**src/rtl/fp_mul_result_fifo.sv**
```systemverilog
// First-word-fall-through result FIFO behind the FP multiplier, with saturating NaN/Inf counters.
// Optional FP_MUL_RESULT_FLUSH_DENORM_EN: store pushed denormals as signed zero.
module fp_mul_result_fifo #(
  parameter int unsigned DATA_W = 32,
  parameter int unsigned DEPTH  = 8,
  parameter int unsigned AW     = 3,
  parameter int unsigned CNT_W  = 16
) (
  input  logic              clock,
  input  logic              rstn,
  input  logic              s_axis_tvalid,
  output logic              s_axis_tready,
  input  logic [DATA_W-1:0] s_axis_tdata,
  output logic              m_axis_tvalid,
  input  logic              m_axis_tready,
  output logic [DATA_W-1:0] m_axis_tdata,
  output logic [AW:0]       level,
  output logic [CNT_W-1:0]  nan_count,
  output logic [CNT_W-1:0]  inf_count,
  input  logic              clr_counts
);

  localparam logic [AW:0] LevelFull = (AW + 1)'(DEPTH);

  logic [DATA_W-1:0] mem_q [DEPTH];
  logic [AW-1:0]     wr_ptr_q, wr_ptr_d;
  logic [AW-1:0]     rd_ptr_q, rd_ptr_d;
  logic [AW:0]       level_q, level_d;
  logic [CNT_W-1:0]  nan_cnt_q, nan_cnt_d;
  logic [CNT_W-1:0]  inf_cnt_q, inf_cnt_d;

  logic              push, pop;
  logic              exp_all_ones, exp_zero, mant_zero;
  logic              is_nan, is_inf;
  logic [DATA_W-1:0] wr_data;

  // Flags depend only on registered level, so no path from m_axis_tready to s_axis_tready.
  assign s_axis_tready = (level_q != LevelFull);
  assign m_axis_tvalid = (level_q != '0);
  assign m_axis_tdata  = mem_q[rd_ptr_q];
  assign level         = level_q;
  assign nan_count     = nan_cnt_q;
  assign inf_count     = inf_cnt_q;

  assign push = s_axis_tvalid & s_axis_tready;
  assign pop  = m_axis_tvalid & m_axis_tready;

  assign exp_all_ones = (s_axis_tdata[30:23] == 8'hFF);
  assign exp_zero     = (s_axis_tdata[30:23] == 8'h00);
  assign mant_zero    = (s_axis_tdata[22:0] == 23'd0);
  assign is_nan       = push & exp_all_ones & ~mant_zero;
  assign is_inf       = push & exp_all_ones & mant_zero;

  always_comb begin
    wr_data = s_axis_tdata;
`ifdef FP_MUL_RESULT_FLUSH_DENORM_EN
    if (exp_zero && !mant_zero) begin
      wr_data = {s_axis_tdata[DATA_W-1], {(DATA_W-1){1'b0}}};
    end
`else
    if (exp_zero && !mant_zero) begin
      wr_data = s_axis_tdata;
    end
`endif
  end

  // A clear still counts an event arriving in the same cycle.
  function automatic logic [CNT_W-1:0] cnt_next(input logic [CNT_W-1:0] cur, input logic ev,
                                                input logic clr);
    logic [CNT_W-1:0] nxt;
    nxt = cur;
    if (clr) begin
      nxt = ev ? CNT_W'(1) : '0;
    end else if (ev && (cur != '1)) begin
      nxt = cur + CNT_W'(1);
    end
    return nxt;
  endfunction

  always_comb begin
    wr_ptr_d  = wr_ptr_q;
    rd_ptr_d  = rd_ptr_q;
    level_d   = level_q;
    if (push) begin
      wr_ptr_d = wr_ptr_q + AW'(1);
    end
    if (pop) begin
      rd_ptr_d = rd_ptr_q + AW'(1);
    end
    unique case ({push, pop})
      2'b10:   level_d = level_q + (AW + 1)'(1);
      2'b01:   level_d = level_q - (AW + 1)'(1);
      default: level_d = level_q;
    endcase
    nan_cnt_d = cnt_next(nan_cnt_q, is_nan, clr_counts);
    inf_cnt_d = cnt_next(inf_cnt_q, is_inf, clr_counts);
  end

  always_ff @(posedge clock or negedge rstn) begin
    if (!rstn) begin
      wr_ptr_q  <= '0;
      rd_ptr_q  <= '0;
      level_q   <= '0;
      nan_cnt_q <= '0;
      inf_cnt_q <= '0;
    end else begin
      wr_ptr_q  <= wr_ptr_d;
      rd_ptr_q  <= rd_ptr_d;
      level_q   <= level_d;
      nan_cnt_q <= nan_cnt_d;
      inf_cnt_q <= inf_cnt_d;
    end
  end

  // Storage needs no reset; occupancy alone decides what is visible.
  always_ff @(posedge clock) begin
    if (push) begin
      mem_q[wr_ptr_q] <= wr_data;
    end
  end

endmodule

```
**config.mk**
```make
export PLATFORM = sky130hd
export DESIGN_NAME = fp_mul_result_fifo
export DESIGN_NICKNAME = d
export VERILOG_FILES = /design/src/rtl/fp_mul_result_fifo.sv
export SDC_FILE = /design/constraint.sdc
export NUM_CORES = 1
export LEC_CHECK = 0
export BUFFER_PORTS_ARGS = -buffer_cell sky130_fd_sc_hd__buf_4
export CAP_MARGIN = 5
export CORE_MARGIN = 4
export CORE_UTILIZATION = 55
export DETAILED_ROUTE_END_ITERATION = 16
export GPL_ROUTABILITY_DRIVEN = 0
export PLACE_DENSITY = 0.76
export RECOVER_POWER = 100
export SYNTH_ARGS = -nofsm -noshare
export SYNTH_HDL_FRONTEND = slang
export SYNTH_SLANG_ARGS = --single-unit
```
**constraint.sdc**
```tcl
create_clock -name clock -period 9 [get_ports clock]
set_input_delay 0.9 -clock clock [delete_from_list [all_inputs] [get_ports clock]]
set_output_delay 0.9 -clock clock [all_outputs]
set_load 0.03 [all_outputs]
```
# Yosys cells after proc, flatten, opt, wreduce, memory -nomap -nowiden
# Memory sizes are Yosys's and may differ from the RTL's.
# Index checks and enable logic that the tools add are counted.
dict set report classes {
  bitwise 6
  muxes 9
  n_reduce_logical 7
  n_eq_ne 6
  n_addsub 6
}
# cell n
set ops {}
lappend ops {{$mux W16} 4}
lappend ops {{$add A16 B1 Y16 const B} 2}
lappend ops {{$ne A16 B16 Y1 const B} 2}
lappend ops {{$logic_not A23 Y1} 1}
lappend ops {{$eq A8 B8 Y1 const B} 1}
lappend ops {{$pmux W4 S2} 1}
lappend ops {{$add A3 B1 Y3 const B} 2}
lappend ops {{$reduce_bool A2 Y1} 3}
lappend ops {{$and A1 B1 Y1} 5}
lappend ops {{$add A4 B1 Y4 const B} 1}
lappend ops {{$mux W1} 4}
lappend ops {{$ne A4 B4 Y1 const B} 1}
lappend ops {{$reduce_bool A4 Y1} 1}
lappend ops {{$sub A4 B1 Y4 const B} 1}
lappend ops {{$eq A2 B1 Y1 const B} 1}
lappend ops {{$eq A2 B2 Y1 const B} 1}
lappend ops {{$logic_and A1 B1 Y1} 2}
lappend ops {{$not A1 Y1} 1}
dict set report totals {
  elab_cells 40
  register_bits 42
  ramBits 256
  n_memories 1
  in_bits 37
}
# memory depth word_bits rd rd_clocked_by_memory_dff wr line
set memory_table {}
lappend memory_table {mem_q 8 32 1 0 1 25} ;# logic [DATA_W-1:0] mem_q [DEPTH];

# Longest topological paths before layout
dict set report logic_depth {
  ltp_word 7
  mapped_depth 10
}

# Least setup slack after synthesis
# Ideal clock, no wire load.
dict set report synth_timing {
  path_kind {register to register}
  from {reg level_q[0] (netlist: level[0])}
  to {mem mem_q[0][0] (enable)}
  n_path_buf 1
  t_arrival_ps 4233
  period_less_slack_ps 4734
  setup_slack_ps 4266
  required_ps 8499
  stages_incl_launch_ff 5
  path_cell_list {dfrtp_1 or4b_1 buf_2 nand2_1 nor4_1}
}
dict set report synth_between {
  elab_chain_len 4
}
# element line
set synth_rtl {}
lappend synth_rtl {{start: declaration} 28} ;# logic [AW:0] level_q, level_d;
lappend synth_rtl {{start signal: assignment} 109} ;# level_q <= level_d;
lappend synth_rtl {{$ne A4 B4 Y1} 38} ;# assign s_axis_tready = (level_q != LevelFull);
lappend synth_rtl {{via s_axis_tready} 12} ;# output logic s_axis_tready,
lappend synth_rtl {{$and A1 B1 Y1} 45} ;# assign push = s_axis_tvalid & s_axis_tready;
lappend synth_rtl {{$mux W1} 117} ;# if (push) begin
lappend synth_rtl {{$mux W1 (not written as such)} 118} ;# mem_q[wr_ptr_q] <= wr_data;
lappend synth_rtl {{end: declaration} 25}
# The timed path passes the listed nets, and every way through them passes these cells.

# Worst setup path in the final report
dict set report layout_timing {
  from {reg rd_ptr_q[1]}
  to {out m_axis_tdata[31]}
}
dict set report layout_between {
  elab_chain_len 1
}
# element line
set layout_rtl {}
lappend layout_rtl {{start: declaration} 27} ;# logic [AW-1:0] rd_ptr_q, rd_ptr_d;
lappend layout_rtl {{start signal: assignment} 108} ;# rd_ptr_q <= rd_ptr_d;
lappend layout_rtl {{$mem_v2 Z8 W32} --}
lappend layout_rtl {{end: declaration} 16} ;# output logic [DATA_W-1:0] m_axis_tdata,
# Every way passes these cells.

==> flow_summary_export.csv <==
group,metric,value,unit
pwr,p_clk_share,28.4,%
routing,wl_met3,1460,microns
die,core,0.0212,sq mm
synth,synth.distinct_cells,37,
synth,synth_async_sr_flop_share,14.1,%
timing,tightest_slew,4.05,ns
pwr,power_density,324,mW/mm^2
synth,syn_area_per_cell,19.0,sq um
synth,ys_warn_count,0,
clock_tree,cts_buffer_depth,3,
synth,syn_nets,676,
critical_path,crit_type,"reg -> out",
pwr,p_comb_share,31.0,%
clock_tree,clkSinkCount,298,
critical_path,critPathLaunch,"rd_ptr_q[1]",
routing,vias,6307,
clock_tree,clk_pin_slew,0.06,ns
min_path,hold_class,"reg -> reg",
pwr,seqPwrFrac,40.7,%
pwr,total_power,4430,uW
timing,max_clock_freq,0.168,GHz
grt,grt_pass1_wl,37200,microns
timing,min_period_over_period,66.1,%
timing,finalCriticalPeriod,5.95,ns
die,die_w,155,microns
pwr,sw_frac_of_total,31.1,%
timing,rsz0062_at_grt,"false",
clock_tree,cts_tree,"yes",
critical_path,end_kind,"primary output",
critical_path,r2r_slack,4.80,ns
run_status,violations,"capacitance limit, slew limit",
die,ios,107,
synth,synth_top_cell_area_share,64.3,%
finish,multiInputGateArea,0.00305,sq mm
pwr,internal_power,3050,uW
routing,drt-vias-per-instance,6.01,
placed_design,io_buffers,106,
timing,fin_skew,0.00774,ns
finish,nets,796,
pwr,ir_worst_vdd,185,uV
die,initial_core_util,56.4,%
routing,drc_errors,0,
clock_tree,cts_setup_buffers,0,
finish,antennaDiodeCount,0,
synth,yosysSeqAreaShare,73.1,%
clock_tree,ctsHoldBuffers,0,
finish,area_growth,14.3,%
finish,fillerInstances,1524,
clock_tree,clk_latency,0.53,ns
routing,drt_iter0_markers,361,
pwr,p_leak,0.00445,uW
clock_tree,cts_resized,0,
timing,setup_tns,0,ns
synth,synth_area_leader_cell,"edfxtp_1",
grt,antenna_found_initial,1,
synth,synth_edf_count,256,
critical_path,critPathMaxStageDelay,2.82,ns
timing,setup_viol,0,
timing,relSlewSlack,-170,%
critical_path,worst_path_most_repeated_cell,"clkbuf_1",
timing,drv_slew,345,
routing,top_layer,"met5",
routing,ant_nets,0,
synth,synth_ff_type,"edfxtp_1",
run_status,status,"complete, but fails checks",
die,die_y,155,microns
routing,met1_length,9640,microns
placed_design,hpwl,14100,microns
run,cap_violations,12,
die,die_area,0.0242,sq mm
min_path,hold_path.startpoint,"level[3]",
clock_tree,cts_root_buf,"clkbuf_16",
routing,drt_pass1_iterations,4,
critical_path,crit_required,8.10,ns
synth,ys_top_cells_by_area,"edfxtp_1 64%, mux4_2 12%, dfrtp_1 8.8%",
synth,syn_area,0.0120,sq mm
synth,synth_commonest_cells,"256 x edfxtp_1, 64 x mux4_2, 42 x dfrtp_1, 36 x mux2_2, 28 x a21oi_1",
critical_path,crit_arrival,5.05,ns
timing,finalHoldViolCount,0,
synth,ys_ff_latch,298,
routing,wl_met2,12400,microns
synth,yosysMostFrequentCell,"edfxtp_1",
routing,finalWirelength,23800,microns
finish,register_area,0.00874,sq mm
pwr,p_sw,1380,uW
grt,grt_max_degree,67,
grt,overflow,0,
grt,track_usage,19.8,%
finish,drive_gt1_share,20.2,%
clock_tree,cts_made_buffers,29,
critical_path,crit_fanout,66,
critical_path,critPathSlowestCell,"clkbuf_1",
routing,avgRoutedWirePerCell,22.7,microns
critical_path,cp_cell_sequence,"clkbuf_1, mux4_2, mux2_2, clkbuf_1",
synth,synth_cells,631,
critical_path,r2r-start,"rd_ptr_q[1]",
die,rows,53,
grt,first_global_vias,6489,
finish,final_core_util,64.5,%
critical_path,start_kind,"flop",
clock_tree,cts-htree-levels,1,
==> registers in the layout, indices dropped and copies added (netlist names) <==
signal     count
mem_q        256
nan_count     16
inf_count     16
rd_ptr_q       3
level          4
wr_ptr_q       3
==> cells by family (layout without fill, tap and decap cells) <==
kind of cell / count (synthesis) / in the layout / share of synthesized area, %
AO/OA/AOI/OAI: 61 / 61 / 2.86
XOR/XNOR: 8 / 8 / 0.586
adder cells (fa/ha/maj): 8 / 8 / 0.900
buffers and inverters: 41 / 184 / 1.45
flip-flops: 298 / 298 / 73.1
multiplexers: 102 / 102 / 15.6
AND/OR/NAND/NOR: 113 / 113 / 5.54
==> layout by cell type, fill, tap and decap left out, types with 8 or more instances in the layout <==
cell type and n:
edfxtp_1 256, clkbuf_1 105, mux4_2 64, dfrtp_1 40, clkbuf_16 29, a21oi_1 28
mux2_2 27, o21ai_0 19, nand2_1 17, or3_1 15, buf_4 14, or4_1 13
nand3_1 12, nand4_1 12, inv_1 11, nor2_1 11, o31ai_1 11, clkinv_1 10
mux2_1 9, nor4_1 8
==> through the flow <==
step                      hold slack, ns  setup slack [ns]  instances  cell area, sq um
after floorplan                    0.526              4.27        631             12000
after global placement             0.511              5.48        995             13100
after detailed placement           0.510              5.45        995             13100
after CTS                          0.343              4.85       1049             14100
after global routing               0.532              2.73       1049             13700
final                              0.511              3.05       1049             13700
==> worst max-delay path: cells and delay by family, from the launching register on <==
kind                   cells  cell delay (ns)
muxes                      2             0.91
DFF                        1             0.34
buffers and inverters      2             3.20
==> area by class of cell <==
cell class / count / area share, %
clock buffers: 29 / 5.31
repair buffers: 119 / 3.65
well taps: 275 / 2.52
flip-flops and latches: 298 / 63.9
multi-input cells: 292 / 22.3
inverters: 11 / 0.302
clock inverters: 25 / 2.02
==> layer usage <==
layer / track usage, % / up-vias
met5: 0 / -
met3: 3.89 / 27
met4: 3.58 / 2
met1: 26.2 / 3274
met2: 34.7 / 177
li1: - / 2827
==> path summary, 6_finish.rpt <==
| path | endpoint | depth (start not counted) |
|---|---|---|
| max | m_axis_tdata[31] | 4 |
| min | level[3] | 1 |
| max reg2reg | rd_ptr_q[1] | 3 |
| min reg2reg | level[3] | 1 |
| max in group asynchronous | rd_ptr_q[0] | 1 |
| min in group asynchronous | nan_count[9] | 1 |
==> power groups by stage <==
stage	clock (uW)	combinational (uW)	sequential [uW]
after floorplan	0	1020	1800
after global placement	0	1440	1810
after detailed placement	0	1470	1830
after CTS	1280	1470	1800
after global routing	1350	1460	1820
final	1260	1370	1800
(Power assumes the default switching activity.)
